[config.mk]
export PLATFORM = sky130hd
export DESIGN_NAME = warp_scheduler
export DESIGN_NICKNAME = d
export VERILOG_FILES = /design/src/rtl/warp_scheduler.sv
export SDC_FILE = /design/constraint.sdc
export NUM_CORES = 1
export LEC_CHECK = 0
export CORE_MARGIN = 5
export CORE_UTILIZATION = 48
export CTS_BUF_LIST = sky130_fd_sc_hd__clkbuf_16
export DETAILED_ROUTE_END_ITERATION = 8
export PLACE_DENSITY = 0.79
export SYNTH_ARGS = -nofsm -noshare
export SYNTH_HDL_FRONTEND = slang
export SYNTH_SLANG_ARGS = --single-unit
[constraint.sdc]
create_clock -name clk -period 2.2 [get_ports clk]
set_input_delay 0.22 -clock clk [delete_from_list [all_inputs] [get_ports clk]]
set_output_delay 0.22 -clock clk [all_outputs]
set_load 0.01 [all_outputs]
[src/rtl/warp_scheduler.sv]
// warp_scheduler: round-robin issue arbiter for the warps of one core
module warp_scheduler #(
    parameter int WARPS_PER_CORE = 2,
    localparam int WIDX = (WARPS_PER_CORE > 2) ? $clog2(WARPS_PER_CORE) : 1
) (
    input  logic                      clk,
    input  logic                      reset,
    input  logic                      start,
    input  logic [WIDX:0]             num_warps,
    input  logic [WARPS_PER_CORE-1:0] warp_ready,
    input  logic [WARPS_PER_CORE-1:0] warp_retire,
    input  logic                      issue_ready,
    output logic                      issue_valid,
    output logic [WIDX-1:0]           issue_warp,
    output logic [WARPS_PER_CORE-1:0] warp_grant,
    output logic [WARPS_PER_CORE-1:0] warp_active,
    output logic [15:0]               issue_count,
    output logic                      done
);
    localparam logic [WIDX:0] WCOUNT = (WIDX+1)'(WARPS_PER_CORE);

    typedef enum logic [1:0] {IDLE = 2'd0, RUN = 2'd1, DONE = 2'd2} state_t;

    state_t                    state, state_next;
    logic                      run, launch, accept, load, found;
    logic [WARPS_PER_CORE-1:0] eligible, pick_mask, active_next;
    logic [WIDX-1:0]           rr_ptr, base, sel, warp_inc;
    logic [WIDX:0]             inc_sum, idx_sum, cand;

    // state register
    always_ff @(posedge clk) begin
        state <= reset ? IDLE : state_next;
    end

    // next state: launch on start, finish once every launched warp has retired
    always_comb begin
        state_next = state;
        if (state == IDLE && start)
            state_next = RUN;
        else if (state == RUN && warp_active == '0)
            state_next = DONE;
    end

    // state-decoded controls
    always_comb begin
        run    = (state == RUN);
        launch = (state == IDLE) && start;
    end

    // acceptance handshake and one-hot grant of the offered warp
    always_comb begin
        accept = issue_valid && issue_ready;
        warp_grant = '0;
        warp_grant[issue_warp] = accept;
    end

    // eligibility; the warp being accepted is masked so it cannot issue twice in a row
    always_comb begin
        eligible  = warp_active & warp_ready & ~warp_retire;
        pick_mask = accept ? (eligible & ~warp_grant) : eligible;
        inc_sum   = {1'b0, issue_warp} + (WIDX+1)'(1);
        warp_inc  = (inc_sum == WCOUNT) ? '0 : inc_sum[WIDX-1:0];
        base      = accept ? warp_inc : rr_ptr;
        load      = !issue_valid || issue_ready || warp_retire[issue_warp];
    end

    // round-robin search from base upward, wrapping at WARPS_PER_CORE
    always_comb begin
        found   = 1'b0;
        sel     = '0;
        idx_sum = '0;
        cand    = '0;
        for (int i = 0; i < WARPS_PER_CORE; i++) begin
            idx_sum = {1'b0, base} + (WIDX+1)'(i);
            cand    = (idx_sum >= WCOUNT) ? idx_sum - WCOUNT : idx_sum;
            if (!found && pick_mask[cand[WIDX-1:0]]) begin
                found = 1'b1;
                sel   = cand[WIDX-1:0];
            end
        end
    end

    // active mask: loaded on launch (clamped to the core size), cleared by retire
    always_comb begin
        active_next = warp_active;
        if (launch) begin
            for (int k = 0; k < WARPS_PER_CORE; k++)
                active_next[k] = num_warps > (WIDX+1)'(k);
        end else if (run) begin
            active_next = warp_active & ~warp_retire;
        end
    end

    // registered offer, round-robin pointer, issue counter and done flag
    always_ff @(posedge clk) begin
        if (reset) begin
            warp_active <= '0;
            rr_ptr      <= '0;
            issue_count <= '0;
            issue_valid <= 1'b0;
            issue_warp  <= '0;
            done        <= 1'b0;
        end else begin
            warp_active <= active_next;
            done        <= (state_next == DONE);
            if (launch) begin
                rr_ptr      <= '0;
                issue_count <= '0;
            end else if (accept) begin
                rr_ptr <= warp_inc;
                if (issue_count != 16'hFFFF)
                    issue_count <= issue_count + 16'd1;
            end
            if (!run || state_next != RUN) begin
                issue_valid <= 1'b0;
            end else if (load) begin
                issue_valid <= found;
                issue_warp  <= sel;
            end
        end
    end
endmodule

==> results.toml <==
[run_status]
outcome = "complete, no violations"

[setup_path]
crit_path_max_fanout = 7
worst_setup_path_end_kind = "register"
critical_path_s_slowest_cell = "or4_4"
slowest_delay_ns = 0.56
worst_ep_required_time_ns = 2.39
cp.buffers_inverters = 0
critPathArrivalTime_ns = 2.17
family_with_the_most_delay_on_the_worst_path = "simple AND/OR/NAND/NOR gates"
crit_path_cell_trace = "ha_1 > nand2_1 > or4_4 > or4_1 > a21oi_1"
worstSetupStartpointType = "register"
timing.setup.critical_path_class = "register to register"

[grt]
antenna_found_initial = 0
grt_most_used_layer = "met2"
groute.layer.met1.usage_pct = 22.7
vias_in_the_first_global_route = 1439
globalRouteMet3Util_pct = 3.96
global_route_wire_length_before_repair_um = 6600
global_route.overflow_total = 0
met2_usage_pct = 36.5
grt_start_max_net_pins = 15
grt_util_all_layers_pct = 20.1

[yosys]
ys_ff_latch = 24
synth.lib_cells_used.distinct = 41
syn_nets = 173
synth_sequential_area_ratio_pct = 36.2
synth_area_sq_um = 1330
netlist_instances = 162
synth_largest_type_area_fraction_pct = 36.2
dominant_cells_by_area_after_synthesis = "dfxtp_1, nand2_1, a21oi_1"
yosysWarnings = 0
synth-main-ff-cell = "dfxtp_1"
post_synth.cell_area_avg_sq_um = 8.19
synthDominantAreaCellType = "dfxtp_1"
synth_edf_count = 0
asyncSetResetFlopFracSynth_pct = 0

[layout]
fillerInstances = 237
multi_input_comb_area_sq_um = 818
antennaDiodeCount = 0
area_growth_pct = 38.0
area.sequential_sq_um = 480
fraction_of_final_layout_cells_with_drive_strength_greater_than_1_pct = 8.96
finalNetCount = 213

[sta]
finalCritPeriodShare_pct = 90.0
setup-violations-final = 0
timing.max_slew.rel_slack_pct = 73.3
clock.fmax_ghz = 0.505
final.setup.worst_slack_ns = 0.220
timing.final.max_slew_violations = 0
max_slew.worst_pin.slew_ns = 0.395
final.setup_skew_ns = 0.00172
fin_crit_ns = 1.98
grt_setup_unrepaired = "no"
hold_viol = 0
fin_tns_setup_ns = 0

[cts]
clk-insertion-delay-late_ns = 0.26
clock_path_buffers = 2
cts-htree-levels = 1
cts_resized = 0
clock_sinks = 24
cts_hold_buffers = 0
cts_inserted_buffers = 3
cts_post_setup_buffers_inserted = 0
clk_pin_slew_worst_paths_ns = 0.06
tritoncts = "done"
cts-root-buf = "clkbuf_16"

[min_path]
min-delay-path-class = "register to register"

[floorplan]
floorplan.initialDensity_pct = 48.9
die_w_um = 62.6
chipHeight_um = 62.6
floorplan.rows = 19
core_area_sq_um = 2710
ioPinCount = 33
die_area_sq_um = 3910

[route]
drt_pass1_iterations = 4
routed-via-count = 1467
detail_route.wl_per_cell_um = 16.8
detail_route.iter0.violations = 101
detail_route.drc_violations = 0
final_antenna_violating_net_count = 0
post_drt_via_cell_ratio = 6.32
route.final.wire_length_um = 3890

[pwr]
power_mw = 1.08
cellPowerDensity_nw_per_um2 = 589
vdd_ir_drop_max_mv = 0.641
cellLeakagePower_nw = 0.629

[flow_run]
max_cap_violations = 0

[placed_design]
dpl.hpwl_um = 2770
io_buffers = 32
gp_congestion = 0.896
detailedPlace.worstSlack_ns = 0.145
-- cell usage in the layout, fill, tap and decap left out, types with 3 or more instances in the layout --
| master | synthesis | routed |
|---|---|---|
| a21o_1 | 3 | 3 |
| a21oi_1 | 13 | 13 |
| a31oi_1 | 4 | 4 |
| and3_1 | 5 | 5 |
| and4_1 | 3 | 3 |
| buf_4 | 0 | 8 |
| clkbuf_16 | 0 | 3 |
| clkdlybuf4s50_1 | 0 | 32 |
| dfxtp_1 | 24 | 24 |
| mux2i_1 | 4 | 4 |
| nand2_1 | 18 | 18 |
| nand3_1 | 8 | 8 |
| nand4_1 | 5 | 5 |
| nor2_1 | 8 | 8 |
| nor2b_1 | 4 | 4 |
| nor3_1 | 3 | 3 |
| nor4_1 | 3 | 3 |
| o211ai_1 | 3 | 3 |
| o21ai_0 | 6 | 6 |
| o31ai_1 | 5 | 5 |
| or3_1 | 6 | 6 |
| or4_1 | 7 | 7 |
-- layer usage --
metal | wire length (um) | vias to the layer above
li1 | - | 708
met3 | 266 | 6
met2 | 2020 | 57
met5 | 0 | -
met1 | 1560 | 696
met4 | 45 | 0
-- synthesized netlist by cell type (all sizes together) (2+ instances only) --
cell / count
nor2b: 4
dfxtp: 24
or3: 6
nand3: 8
a21oi: 13
nand3b: 2
a21o: 3
nand4: 6
and2: 3
and4: 3
clkbuf: 4
a31oi: 4
o31ai: 5
nor4: 4
inv: 2
and3b: 2
nor2: 8
mux2i: 4
or4: 8
o211ai: 3
nand2: 18
nand2b: 2
nor3: 3
o21ai: 6
and3: 5
-- worst reg2reg max path, cell delays in order (launching register included) --
cell     delay [ns]
dfxtp_1        0.46
ha_1           0.23
nand2_1        0.10
or4_4          0.56
or4_1          0.41
a21oi_1        0.15
-- metrics by stage --
| step | util, % | hold slack, ns | area [sq um] | cells |
|---|---|---|---|---|
| after CTS | 67.5 | 0.520 | 1830 | 232 |
| after detailed placement | 63.7 | 0.504 | 1730 | 228 |
| after global placement | 63.7 | 0.492 | 1730 | 228 |
| final | 67.5 | 0.529 | 1830 | 232 |
| after global routing | 67.5 | 0.557 | 1830 | 232 |
| after floorplan | - | 0.403 | 1330 | 162 |
-- power breakdown --
group | total [mW] | switching, mW | internal [mW]
sequential | 0.456 | 0.0119 | 0.444
combinational | 0.103 | 0.0496 | 0.0531
clock | 0.519 | 0.158 | 0.362
total | 1.08 | 0.219 | 0.859
-- cell type report --
class                      instances  area share (%)
clock inverter                     1            1.64
tap                               31            2.12
clock buffer                       3            4.10
timing repair buffer              40            20.8
sequential                        24            26.2
inverter                           2           0.410
multi-input combinational        131            44.7
-- worst paths after layout --
path / from / to / slack, ns / cells after the start
min reg2reg: issue_count[3] / issue_count[3] / 0.53 / 1
min: issue_count[3] / issue_count[3] / 0.53 / 1
max reg2reg: issue_count[1] / issue_count[14] / 0.22 / 5
max: issue_count[1] / issue_count[14] / 0.22 / 5
-- cells by family after synthesis --
family | count (synthesis) | share of synthesized area [%]
AND/OR/NAND/NOR | 85 | 37.5
AO/OA/AOI/OAI | 41 | 20.2
flip-flops | 24 | 36.2
buffers and inverters | 7 | 2.07
multiplexers | 4 | 3.02
adder cells (fa/ha/maj) | 1 | 0.943
-- registers in the layout, indices dropped and copies added, names as in the netlist --
register	count
issue_count	16
state	2
warp_active	2
done	1
issue_valid	1
issue_warp	1
rr_ptr	1
(Power assumes the default switching activity.)
